File: src/rtl/pry2oht_pkg.sv
// Shared helpers for the round-robin arbiter: mask generation and one-hot to index encoding.
// Vectors are handled at MAX_W bits and resized at the call site, so any WIDTH up to MAX_W works.
package pry2oht_pkg;

  localparam int MAX_W  = 1024;
  localparam int MAX_IW = $clog2(MAX_W);

  typedef logic [MAX_W-1:0]  vec_t;
  typedef logic [MAX_IW-1:0] idx_t;

  // Bits strictly above the set bit of oht; zero when oht is zero or at the top.
  function automatic vec_t above_mask(input vec_t oht);
    return ~((oht << 1) - vec_t'(1)) & ~oht;
  endfunction

  function automatic idx_t oht2idx(input vec_t oht);
    idx_t idx;
    idx = '0;
    for (int i = 0; i < MAX_W; i++) begin
      if (oht[i]) idx = idx | idx_t'(i);
    end
    return idx;
  endfunction

endpackage

File: src/rtl/pry2oht_tree.sv
// Priority resolver: returns the rightmost set bit of req as a one-hot vector.
// IMPLEMENTATION 0 is a two-level tree of SPLIT groups; any other value uses the x & -x form.
module pry2oht_tree #(
  parameter int WIDTH          = 32,
  parameter int SPLIT          = 2,
  parameter int IMPLEMENTATION = 0
) (
  input  logic [WIDTH-1:0] req,
  output logic [WIDTH-1:0] oht,
  output logic             vld
);

  localparam int GW = (WIDTH + SPLIT - 1) / SPLIT;
  localparam int NG = (WIDTH + GW - 1) / GW;

  if (IMPLEMENTATION == 0) begin : g_tree
    logic [NG-1:0] grp_any;
    logic [NG-1:0] grp_blk;

    for (genvar g = 0; g < NG; g++) begin : g_grp
      localparam int LO = g * GW;
      localparam int HI = ((g + 1) * GW > WIDTH) ? WIDTH - 1 : (g + 1) * GW - 1;
      assign grp_any[g] = |req[HI:LO];
      if (g == 0) begin : g_first
        assign grp_blk[g] = 1'b0;
      end else begin : g_rest
        assign grp_blk[g] = |grp_any[g-1:0];
      end
    end

    // A bit wins if no lower group is active and no lower bit in its own group is set.
    for (genvar i = 0; i < WIDTH; i++) begin : g_bit
      localparam int G  = i / GW;
      localparam int LO = G * GW;
      if (i == LO) begin : g_lead
        assign oht[i] = req[i] & ~grp_blk[G];
      end else begin : g_tail
        assign oht[i] = req[i] & ~grp_blk[G] & ~(|req[i-1:LO]);
      end
    end

    assign vld = |grp_any;
  end else begin : g_flat
    assign oht = req & (~req + WIDTH'(1));
    assign vld = |req;
  end

endmodule

File: src/rtl/pry2oht_rr_arbiter.sv
// Registered round-robin arbiter with a one-hot grant held under a valid/ready handshake.
// Optional binary grant index output enabled by defining PRY2OHT_RR_ARBITER_IDX_EN.
module pry2oht_rr_arbiter
  import pry2oht_pkg::*;
#(
  parameter int WIDTH          = 32,
  parameter int SPLIT          = 2,
  parameter int IMPLEMENTATION = 0
) (
  input  logic                     clk,
  input  logic                     rst,
  input  logic [WIDTH-1:0]         req,
  output logic [WIDTH-1:0]         gnt,
  output logic                     gnt_vld,
  input  logic                     gnt_rdy
`ifdef PRY2OHT_RR_ARBITER_IDX_EN
  ,
  output logic [$clog2(WIDTH)-1:0] gnt_idx
`endif
);

  // gnt_vld | state
  //    0    | IDLE: no grant pending, load on every cycle
  //    1    | HOLD: grant presented, frozen until gnt_rdy

  logic [WIDTH-1:0] msk;
  logic [WIDTH-1:0] msk_upd;
  logic [WIDTH-1:0] msk_eff;
  logic [WIDTH-1:0] req_msk;
  logic [WIDTH-1:0] oht_msk;
  logic [WIDTH-1:0] oht_raw;
  logic [WIDTH-1:0] arb;
  logic             any_msk;
  logic             any_raw;
  logic             load;
  logic             xfer;

  assign load    = !gnt_vld || gnt_rdy;
  assign xfer    = gnt_vld && gnt_rdy;
  assign msk_upd = WIDTH'(above_mask(vec_t'(gnt)));
  // The post-transfer mask is used immediately so back-to-back grants rotate without a bubble.
  assign msk_eff = xfer ? msk_upd : msk;
  assign req_msk = req & msk_eff;
  assign arb     = any_msk ? oht_msk : oht_raw;

  pry2oht_tree #(
    .WIDTH          (WIDTH),
    .SPLIT          (SPLIT),
    .IMPLEMENTATION (IMPLEMENTATION)
  ) u_tree_msk (
    .req (req_msk),
    .oht (oht_msk),
    .vld (any_msk)
  );

  pry2oht_tree #(
    .WIDTH          (WIDTH),
    .SPLIT          (SPLIT),
    .IMPLEMENTATION (IMPLEMENTATION)
  ) u_tree_raw (
    .req (req),
    .oht (oht_raw),
    .vld (any_raw)
  );

  always_ff @(posedge clk) begin
    if (rst) begin
      gnt     <= '0;
      gnt_vld <= 1'b0;
      msk     <= '1;
    end else begin
      if (load) begin
        gnt     <= arb;
        gnt_vld <= any_raw;
      end
      if (xfer) msk <= msk_upd;
    end
  end

`ifdef PRY2OHT_RR_ARBITER_IDX_EN
  localparam int IW = $clog2(WIDTH);

  always_ff @(posedge clk) begin
    if (rst) begin
      gnt_idx <= '0;
    end else if (load) begin
      gnt_idx <= IW'(oht2idx(vec_t'(arb)));
    end
  end
`endif

endmodule

File: config.mk
export PLATFORM = sky130hd
export DESIGN_NAME = pry2oht_rr_arbiter
export DESIGN_NICKNAME = d
export VERILOG_FILES = /design/src/rtl/pry2oht_pkg.sv /design/src/rtl/pry2oht_tree.sv /design/src/rtl/pry2oht_rr_arbiter.sv
export SDC_FILE = /design/constraint.sdc
export NUM_CORES = 1
export LEC_CHECK = 0
export ABC_AREA = 1
export BUFFER_PORTS_ARGS = -buffer_cell sky130_fd_sc_hd__buf_2
export CORE_MARGIN = 2
export CORE_UTILIZATION = 50
export CTS_BUF_LIST = sky130_fd_sc_hd__clkbuf_8
export DETAILED_ROUTE_END_ITERATION = 10
export GPL_TIMING_DRIVEN = 0
export PLACE_DENSITY = 0.83
export REMOVE_ABC_BUFFERS = 1
export SLEW_MARGIN = 5
export SYNTH_ARGS = -nofsm -noshare
export SYNTH_HDL_FRONTEND = slang
export SYNTH_SLANG_ARGS = --single-unit
File: constraint.sdc
create_clock -name clk -period 2.3 [get_ports clk]
set_clock_uncertainty 0.2 [all_clocks]
set_input_delay 0.115 -clock clk [delete_from_list [all_inputs] [get_ports clk]]
set_output_delay 0.115 -clock clk [all_outputs]
set_load 0.05 [all_outputs]
* After elaboration in Yosys (flattened, before gate mapping) *
Cells that the tools add are included.
W data, S select, Z words.

word-level totals
  output and inout bits = 33
  bits in writable memories = 0
  ROM bits = 0
  memories kept = 0
  register bits = 65
  bits in latches = 0
  word-level logic and storage cells = 227

cells by class
  magnitude comparators = 0
  mux-type cells = 2
  shifts and indexed selects = 0
  multiply operators = 0
  equal/unequal tests = 0
  $add $sub $neg = 1
  bitwise gates (word level) = 158
  divide/modulo/power cells = 0
  reductions and logical operators = 63

operators by type and width
  kind                     number
  $and A1 B1 Y1            92
  $and A32 B32 Y32         2
  $mux W32                 2
  $not A32 Y32             2
  $reduce_or A32 Y1        2
  $not A1 Y1               62
  $reduce_or A15 Y1        4
  $reduce_or A14 Y1        4
  $reduce_or A13 Y1        4
  $reduce_or A12 Y1        4
  $reduce_or A11 Y1        4
  $reduce_or A10 Y1        4
  $reduce_or A9 Y1         4
  $reduce_or A16 Y1        2
  $reduce_or A8 Y1         4
  $sub A32 B1 Y32 const B  1
  $reduce_or A7 Y1         4
  $reduce_or A6 Y1         4
  $reduce_or A5 Y1         4
  $reduce_or A4 Y1         4
  $reduce_or A3 Y1         4
  $reduce_or A2 Y1         4
  $logic_and A1 B1 Y1      1
  $logic_not A1 Y1         1
  $logic_or A1 B1 Y1       1

* Logic depth before layout (Yosys ltp) *
Gate-level depths: netlist of the first run.

  word-level depth = 10
  depth in mapped cells = 19
  depth with buffers taken out = 18

* Modules after synthesis *
From an unflattened synthesis of the first run, not the netlist that was laid out.

second synthesis, totals
  cell total of the unflattened synthesis = 834
  area, all modules = 4864.7 µm²

by module, submodules not included
  module              cells each  area each (µm²)  sequential area each (µm²)  times used
  pry2oht_rr_arbiter  610         3828.7           1301.2                      1
  pry2oht_tree        112         518.0            0.0                         2

* Least setup slack after synthesis of the first run *
OpenSTA, ideal clock, no wires.

  path kind = reg-to-reg
  start = register gnt[0]
  end = register gnt[29]
  setup slack = -571 ps
  arrival time = 2615 ps
  buffers on the path = 1
  clock period less this slack = 2871 ps
  cell stages (with the launch flop) = 17
  cell sequence = dfxtp_1 > inv_1 > ha_1 > inv_1 > nand2_1 > nand3_1 > o21ai_0 > nand2_1 > nand2_4 > nor3_4 > nand3_4 > nor2_8 > buf_12 > nand3_2 > nand3_2 > nand2_1 > inv_1

between the ends
  word-level cells in the longest chain between the ends = 10
  elaborated cells between the ends (all ways) = 14

ends and longest elaborated chain
  item                        RTL line                  text
  start, declared             pry2oht_rr_arbiter.sv:13  output logic [WIDTH-1:0] gnt,
  start signal, assigned      pry2oht_rr_arbiter.sv:73  gnt <= arb;
  $sub A32 B1 Y32             pry2oht_pkg.sv:13         return ~((oht << 1) - vec_t'(1)) & ~oht;
  $not A32 Y32                pry2oht_pkg.sv:13
  $and A32 B32 Y32 *          pry2oht_pkg.sv:13
  $mux W32 *                  --
  $and A32 B32 Y32 *          pry2oht_rr_arbiter.sv:43  assign req_msk = req & msk_eff;
  $reduce_or A16 Y1           pry2oht_tree.sv:23        assign grp_any[g] = |req[HI:LO];
  $not A1 Y1                  pry2oht_tree.sv:38        assign oht[i] = req[i] & ~grp_blk[G] & ~(|req[i-1:LO]);
  $and A1 B1 Y1 (2 in a row)  pry2oht_tree.sv:38
  $mux W32 *                  pry2oht_rr_arbiter.sv:44  assign arb = any_msk ? oht_msk : oht_raw;

Every way passes the cells marked *; elsewhere a longest branch is shown, timed or not.
A chain may end at the register's enable or synchronous reset.

* Worst setup path after layout of the first run *
  start = register gnt[1]
  end = register gnt[29]

The elaborated chain is that of the path after synthesis.

==> summary.md, run 1 <==
| Metric | Value |
|---|---|
| Clock Tree Buf Depth | 2 |
| Reg2reg end | gnt[29] |
| Adder-Cell Fraction of Synth Area | 0.00503 |
| Area grow syn2layout | 39.6% |
| Setup crit end kind | register |
| Final Max Slew Viols | 0 |
| Vias per cell | 5.60 |
| Worst hold slack after final layout | 0.00535 ns |
| Number of nets with antenna violations after routing | 0 |
| Number of distinct library cells after synthesis | 38 |
| Max-Slew Margin vs Limit | 0.445 |
| Worst path buffer plus inverter count | 4 |
| DRC errors left | 0 |
| Cell types with the largest area share after synthesis | sky130_fd_sc_hd__dfxtp_1, sky130_fd_sc_hd__nand2_1, sky130_fd_sc_hd__nand3_1 |
| Status | finished, violations left |
| CTS tree | built |
| Yosys top cell by area | sky130_fd_sc_hd__dfxtp_1 |
| Core Area | 9730 µm² |
| Max_cap viols | 0 |
| H-tree level count | 3 |
| Fraction of post-synthesis cell area in the top cell type by area | 0.262 |
| Required @ worst endpoint | 2.40 ns |
| Launching element type of the critical path | register |
| Initial antenna violation count | 0 |
| Initial detailed-routing violation count | 513 |
| Highest achievable clock rate | 386 MHz |
| Data arrival time at the worst-slack endpoint | 2.69 ns |
| XOR/XNOR share of the synthesized area | 0 |
| Seq/Total Area, Yosys | 0.262 |
| Total routing usage reported by global routing | 0.299 |
| Top-Level Pins | 68 |
| Number of filler cells placed in the layout | 721 |
| Min cycle time layout | 2.59 ns |
| Number of synthesized flops with an enable pin | 0 |
| Dominant combinational cell family by area after synthesis | simple AND/OR/NAND/NOR gates |
| Total number of cells along the worst setup path | 17 |
| Hold WC Path Type | input port to register |
| Cell count after synthesis | 802 |
| Type of the worst setup path | register to register |
| Multiplexer fraction of the synthesized cell area | 0 |
| Multi-input combinational cell area | 3570 µm² |
| Leakage Power | 3.45 nW |
| Number of setup violations in the final report | 33 |
| Cell area after synthesis | 4970 µm² |
| Cell Chain, Critical Path | inv_4, ha_4, inv_4, nor2_4, nand3_4, nand3_4, nand2_2, nand2_2, nand2_2, nor3_4, nand3_4, nor2_4, buf_6, nand3_2, nand3_2, nand2_1, inv_1 |
| Number of rows created at floorplan | 36 |
| Ratio of final minimum period to clock period | 1.13 |
| Overflow left after global routing | 0 |
| Dpl cell area | 5320 µm² |
| Insertion delay to the later sink of the worst-skew pair | 0.35 ns |
| Starting density of the core | 0.511 |
| Yosys warning total | 0 |
| Count of vias placed by the detailed router | 6115 |
| Setup slack on the worst flop-to-flop path | -0.29 ns |
| Ratio of total power to cell area | 477 nW/µm² |
| Tightest Pin Transition | 0.831 ns |
| Register Area | 1350 µm² |
| Setup repair after global routing missed its margin | true |
| Capturing element of the worst setup path | gnt[29] |
| Reg2reg start | gnt[1] |
| Antenna diode instance count | 0 |
| Final Instance Area | 6940 µm² |
| Clock input transition at the sequential cells of the worst setup and hold paths | 0.07 ns |
| Max Fanout on Critical Path | 8 |
| Count of TritonRoute iterations in the first routing pass | 6 |
| First-pass GRT wire length | 26.3 mm |
| Top cells by count, synth | sky130_fd_sc_hd__nand2_1, sky130_fd_sc_hd__inv_1, sky130_fd_sc_hd__nor2_1, sky130_fd_sc_hd__nand3_1, sky130_fd_sc_hd__dfxtp_1 |
| Via count of the first global-routing pass | 5502 |
| Sink count of the clock tree | 65 |
| Detailed placer's ending HPWL | 9.15 mm |
| Final WS setup | -0.290 ns |
| Final wirelength | 17.7 mm |
| Post-synthesis compound-gate area fraction | 0.0808 |
| DIE AREA | 10800 µm² |
| Final RePlAce weighted congestion | 0.903 |
| Final hold violation count | 0 |
| Synthesized flop and latch total | 65 |
| Violated checks | setup timing |
| Post-synth ARST share | 0 |
| Avg WL per Cell | 16.2 µm |
| Simple-gate share of the synthesized area | 0.530 |
| Count of port buffers added during placement | 67 |
| Final layout net count | 991 |
| Height of the die | 104 µm |
| Die width | 104 µm |
| Maximum cell stage delay along the critical path | 0.37 ns |
| Pin count of the biggest net entering global routing | 46 |
| Cts bufs inserted | 9 |
| Cell family with most CP delay | simple AND/OR/NAND/NOR gates |
| Cell at the slowest stage of the critical path | sky130_fd_sc_hd__dfxtp_4 |
| Maximum vdd drop | 0.000451 V |
| Average instance area after synthesis | 6.20 µm² |
| Startpoint of the most critical setup path | gnt[1] |
| Most frequent cell after synthesis | sky130_fd_sc_hd__nand2_1 |
| CTS root buf | sky130_fd_sc_hd__clkbuf_8 |
| Post-layout util | 0.713 |
| Dominant register cell in the synthesized netlist | sky130_fd_sc_hd__dfxtp_1 |
| Reg2Reg Depth | 17 |
| Layout cells sized above 1 | 0.372 |
==> through the flow <==
stage	total power [mW]	setup TNS (ns)	std cells	setup slack, ns
after CTS	3.15	-3.33	1073	-0.161
after global placement	2.09	-41.10	976	-1.32
after global routing	3.46	-11.55	1091	-0.424
after floorplan	1.90	-28.10	776	-0.919
after detailed placement	2.11	-41.61	977	-1.33
final	3.31	-6.81	1091	-0.290
==> kinds of logic after synthesis <==
family,after synthesis
adder cells (fa/ha/maj),2
AO/OA/AOI/OAI,74
buffers and inverters,141
flip-flops,65
AND/OR/NAND/NOR,520
==> tightest hold or removal path, cell delays in order <==
cell and delay (ns):
sky130_fd_sc_hd__buf_2 0.10, sky130_fd_sc_hd__inv_1 0.06, sky130_fd_sc_hd__nand2_1 0.08, sky130_fd_sc_hd__nor4_1 0.06, sky130_fd_sc_hd__nand3_2 0.07, sky130_fd_sc_hd__a21oi_2 0.04
==> timing repair <==
item	4_1_cts	5_1_grt
pin swaps	32	33
hold buffers	33	0
hold endpoints to repair	25	0
buffers inserted	43	17
setup endpoints to repair	33	34
gates resized for setup	93	75
cloned	5	1
==> registers in the layout (all words and copies together), names as in the netlist <==
register  cells
gnt_vld       1
gnt          32
msk          32
==> report_power, final <==
part | total, mW | leakage, nW | switching, mW | internal (mW)
logic | 1.19 | 2.81 | 0.761 | 0.434
registers | 1.25 | 0.544 | 0.0695 | 1.18
clock network | 0.860 | 0.0929 | 0.457 | 0.403
total | 3.31 | 3.45 | 1.29 | 2.02
==> routing by layer <==
layer / up-vias / GRT usage / share of wire
met5: - / 0 / 0
met4: 0 / 0.125 / 0.042
met3: 83 / 0.0566 / 0.082
met2: 329 / 0.525 / 0.49
met1: 2795 / 0.358 / 0.39
li1: 2908 / - / -
==> cell type report <==
type | instances | share of cell area
sequential | 65 | 0.194
inverter | 115 | 0.0671
clock inverter | 5 | 0.00342
clock buffer | 10 | 0.0198
tap | 133 | 0.0240
timing repair buffer | 161 | 0.175
timing repair inverter | 3 | 0.00306
multi-input combinational | 599 | 0.514
==> how the worst min path moves through the flow <==
| stage | from | end | slack [ns] | cells past startpoint |
|---|---|---|---|---|
| 3_3_place_gp | rst | gnt[31] | 0.14 | 2 |
| 5_1_grt | req[5] | gnt[6] | 0.06 | 4 |
| 3_5_place_dp | rst | gnt[31] | 0.15 | 2 |
| 4_1_cts | req[20] | gnt[22] | 0.003 | 6 |
| 6_report | req[20] | gnt[22] | 0.005 | 6 |
| 2_1_floorplan | rst | gnt[31] | -0.02 | 1 |
==> layout by cell type, fill, tap and decap left out, types with 8 or more instances in the layout <==
cell                            instances
sky130_fd_sc_hd__nand2_1              164
sky130_fd_sc_hd__inv_1                109
sky130_fd_sc_hd__nand3_1               68
sky130_fd_sc_hd__nor2_1                67
sky130_fd_sc_hd__buf_2                 67
sky130_fd_sc_hd__buf_4                 51
sky130_fd_sc_hd__nand3_2               47
sky130_fd_sc_hd__dfxtp_1               44
sky130_fd_sc_hd__o21ai_0               36
sky130_fd_sc_hd__dlygate4sd3_1         33
sky130_fd_sc_hd__nor2_4                30
sky130_fd_sc_hd__nand2_2               30
sky130_fd_sc_hd__nand4_1               26
sky130_fd_sc_hd__or2_2                 22
sky130_fd_sc_hd__nor2_2                20
sky130_fd_sc_hd__a21oi_1               16
sky130_fd_sc_hd__dfxtp_2               13
sky130_fd_sc_hd__a21oi_2               10
sky130_fd_sc_hd__clkbuf_8              10
sky130_fd_sc_hd__nor3_1                 9
sky130_fd_sc_hd__nand2_4                8
sky130_fd_sc_hd__dfxtp_4                8
Note: power is estimated with default switching activity, not from simulation.
==> run 2: changes to the inputs <==
- CORE_UTILIZATION: 50 -> 35
- PLACE_DENSITY: 0.83 -> 0.64
==> run 2 against run 1 <==
Compared with the run above: the flow still finishes with violations (setup timing); sequential cell count stayed put; worst hold slack better by 0.016 ns; final cell count up 3.8%; clock-buffer cell count rose by 1; non-clock buffer count fell by 4; cell area increased by 1.7%; highest routed layer unchanged; clock power grew 60%.
==> summary.md, run 2 (synthesis results as in run 1) <==
| Metric | Value |
|---|---|
| Height of the die | 123 µm (+19%) |
| Tightest Pin Transition | 0.868 ns (+0.0362 ns) |
| Type of the worst setup path | register to register |
| Final hold violation count | 0 (unchanged) |
| Final wirelength | 16.6 mm (-6.2%) |
| Status | finished, violations left |
| Top-Level Pins | 68 (unchanged) |
| Data arrival time at the worst-slack endpoint | 2.78 ns (+0.09 ns) |
| Startpoint of the most critical setup path | gnt[1] |
| Final WS setup | -0.373 ns (-0.0834 ns) |
| Setup crit end kind | register |
| Launching element type of the critical path | register |
| Via count of the first global-routing pass | 5311 (-3.5%) |
| Initial antenna violation count | 0 (unchanged) |
| Ratio of final minimum period to clock period | 1.16 (+0.0363) |
| Count of TritonRoute iterations in the first routing pass | 4 (-2) |
| DRC errors left | 0 (unchanged) |
| Multi-input combinational cell area | 3490 µm² (-2.2%) |
| Final layout net count | 984 (-0.71%) |
| Hold Path Stages | 4 (-2) |
| Max_cap viols | 0 (unchanged) |
| Worst slack at placement | -1.38 ns (-0.0480 ns) |
| Cell repeated most along the worst path | sky130_fd_sc_hd__nand2_2 |
| Die width | 123 µm (+19%) |
| Setup repair after global routing missed its margin | true |
| Antenna diode instance count | 0 (unchanged) |
| Register Area | 1320 µm² (-2.2%) |
| Number of setup violations in the final report | 32 (-3.0%) |
| Max-Slew Margin vs Limit | 0.421 (-0.0244) |
| Worst hold slack after final layout | 0.0214 ns (+0.0160 ns) |
| Hold path start | gnt_rdy |
| Design Power | 3.78 mW (+14%) |
| Vias per cell | 5.06 (-9.8%) |
| DIE AREA | 15200 µm² (+41%) |
| Post-layout util | 0.509 (-0.205) |
| Count of vias placed by the detailed router | 5725 (-6.4%) |
| Ratio of total power to cell area | 535 nW/µm² (+12%) |
| Total routing usage reported by global routing | 0.219 (-0.0803) |
| Overflow left after global routing | 0 (unchanged) |
| Maximum vdd drop | 0.000420 V (-6.9%) |
| Clock Tree Buf Depth | 2 (unchanged) |
| Layout cells sized above 1 | 0.338 (-0.0334) |
| Cell family with most CP delay | simple AND/OR/NAND/NOR gates |
| Clock input transition at the sequential cells of the worst setup and hold paths | 0.08 ns (about the same) |
| Cell Chain, Critical Path | inv_4, buf_6, ha_4, nand2_2, nand2_2, nand2_2, nand2_2, nor2_4, nand2_4, nor3_4, nand3_4, buf_12, nor2_8, buf_12, buf_12, nand2_2, nand2_2, nand2_1, a21oi_1 |
| Reg2reg start | gnt[1] |
| Sink count of the clock tree | 65 (unchanged) |
| Count of port buffers added during placement | 67 (unchanged) |
| Area grow syn2layout | 42.1% |
| Required @ worst endpoint | 2.40 ns (about the same) |
| Part of the power in registers | 0.330 (-0.049) |
| Hold WC Path Type | input port to register |
| Final Max Slew Viols | 0 (unchanged) |
| Maximum cell stage delay along the critical path | 0.38 ns (about the same) |
| Detailed placer's ending HPWL | 10.0 mm (+9.4%) |
| Final RePlAce weighted congestion | 0.905 (+0.30%) |
| H-tree level count | 3 (unchanged) |
| Switching power as a share of total power | 0.337 (-0.0519) |
| First-pass GRT wire length | 25.7 mm (-2.3%) |
| Number of nets with antenna violations after routing | 0 (unchanged) |
| Highest achievable clock rate | 374 MHz (-3.1%) |
| Avg WL per Cell | 14.7 µm (-9.6%) |
| Worst path buffer plus inverter count | 5 (+1) |
| Insertion delay to the later sink of the worst-skew pair | 0.37 ns (+0.02 ns) |
| Min cycle time layout | 2.67 ns (+0.0834 ns) |
| Largest regs | gnt: 32 flops, msk: 32 flops, gnt_vld: 1 flops |
| Total number of cells along the worst setup path | 19 (+2) |
| Max Fanout on Critical Path | 7 (-1) |
| Core Area | 13900 µm² (+43%) |
| Cell at the slowest stage of the critical path | sky130_fd_sc_hd__dfxtp_4 |
| CTS tree | built |
| Commonest non-fill, non-tap cells in the layout | sky130_fd_sc_hd__nand2_1, sky130_fd_sc_hd__inv_1, sky130_fd_sc_hd__nor2_1 |
| Leakage Power | 3.45 nW (about the same) |
| Most frequent standard cell in the layout excluding fill and tap cells | sky130_fd_sc_hd__nand2_1 |
| CTS root buf | sky130_fd_sc_hd__clkbuf_8 |
| Initial detailed-routing violation count | 376 (-27%) |
| Violated checks | setup timing |
| Pin count of the biggest net entering global routing | 51 (+11%) |
| Number of rows created at floorplan | 43 (+19%) |
| Cts bufs inserted | 9 (unchanged) |
| Cell Int Power | 2.51 mW (+24%) |
| Clock share of power | 0.365 (+0.105) |
| Switching power summed over all nets | 1.27 mW (-0.99%) |
| Number of filler cells placed in the layout | 1398 (+94%) |
| Combinational share of power | 0.305 (-0.056) |
| Reg2Reg Depth | 19 (+2) |
| Starting density of the core | 0.358 (-0.153) |
[run 2: changes by cell type in the layout (fill, tap and decap cells not counted), sizes merged, moves of 2 or more]
cell and change:
clkinvlp -2, dlygate4sd3 +4, bufinv +4, clkinv -4, buf -8
[run 2: metal layers]
layer	wire length, µm	track usage	part of all wire	vias up
met5	0	0	0	-
met4	434	0.0874	0.026	0
met3	897	0.0544	0.054	34
met2	7980	0.360	0.48	164
met1	7270	0.274	0.44	2636
li1	-	-	-	2891
[run 2: tightest hold or removal path: cells and delay by family]
family	cells	cell delay (ns)
simple gates	3	0.28
buf+inv	1	0.16
[run 2: area by class of cell]
class / count / area share
Clock buffer: 11 / 0.0214
Tap cell: 180 / 0.0319
Multi-Input combinational cell: 599 / 0.494
Clock inverter: 5 / 0.0177
Inverter: 115 / 0.0645
Sequential cell: 65 / 0.187
Timing Repair Buffer: 157 / 0.184
[run 2: power by group through the flow]
stage          clock network (mW)  logic, mW  registers, mW
3_3_place_gp                    0      0.854           1.26
6_report                     1.38       1.15           1.25
3_5_place_dp                    0      0.868           1.26
2_1_floorplan                   0      0.566           1.33
5_1_grt                      1.44       1.27           1.25
4_1_cts                      1.40       1.02           1.24
[run 2: path summary, 6_finish.rpt]
check	slack (ns)	endpoint
worst max-delay path	-0.37	gnt[0]
worst min-delay path	0.02	msk[2]
worst max register to register	-0.37	gnt[0]
worst min register to register	0.27	msk[26]
[run 2: through the flow]
stage | setup TNS, ns | area (µm²) | std cells
2_1_floorplan | -28.10 | 4790 | 776
3_3_place_gp | -43.53 | 5360 | 1023
3_5_place_dp | -43.19 | 5400 | 1025
4_1_cts | -8.17 | 6650 | 1116
5_1_grt | -15.44 | 7060 | 1132
6_report | -9.80 | 7060 | 1132
[run 2: repair_timing]
action                                  in CTS  in global routing
pin swaps                                   25                 39
endpoints found under the setup margin      34                 33
gates cloned                                 5                  0
setup buffers                               33                 17
endpoints found under the hold margin       28                  0
hold buffers                                37                  0
gates resized for setup                     50                 83
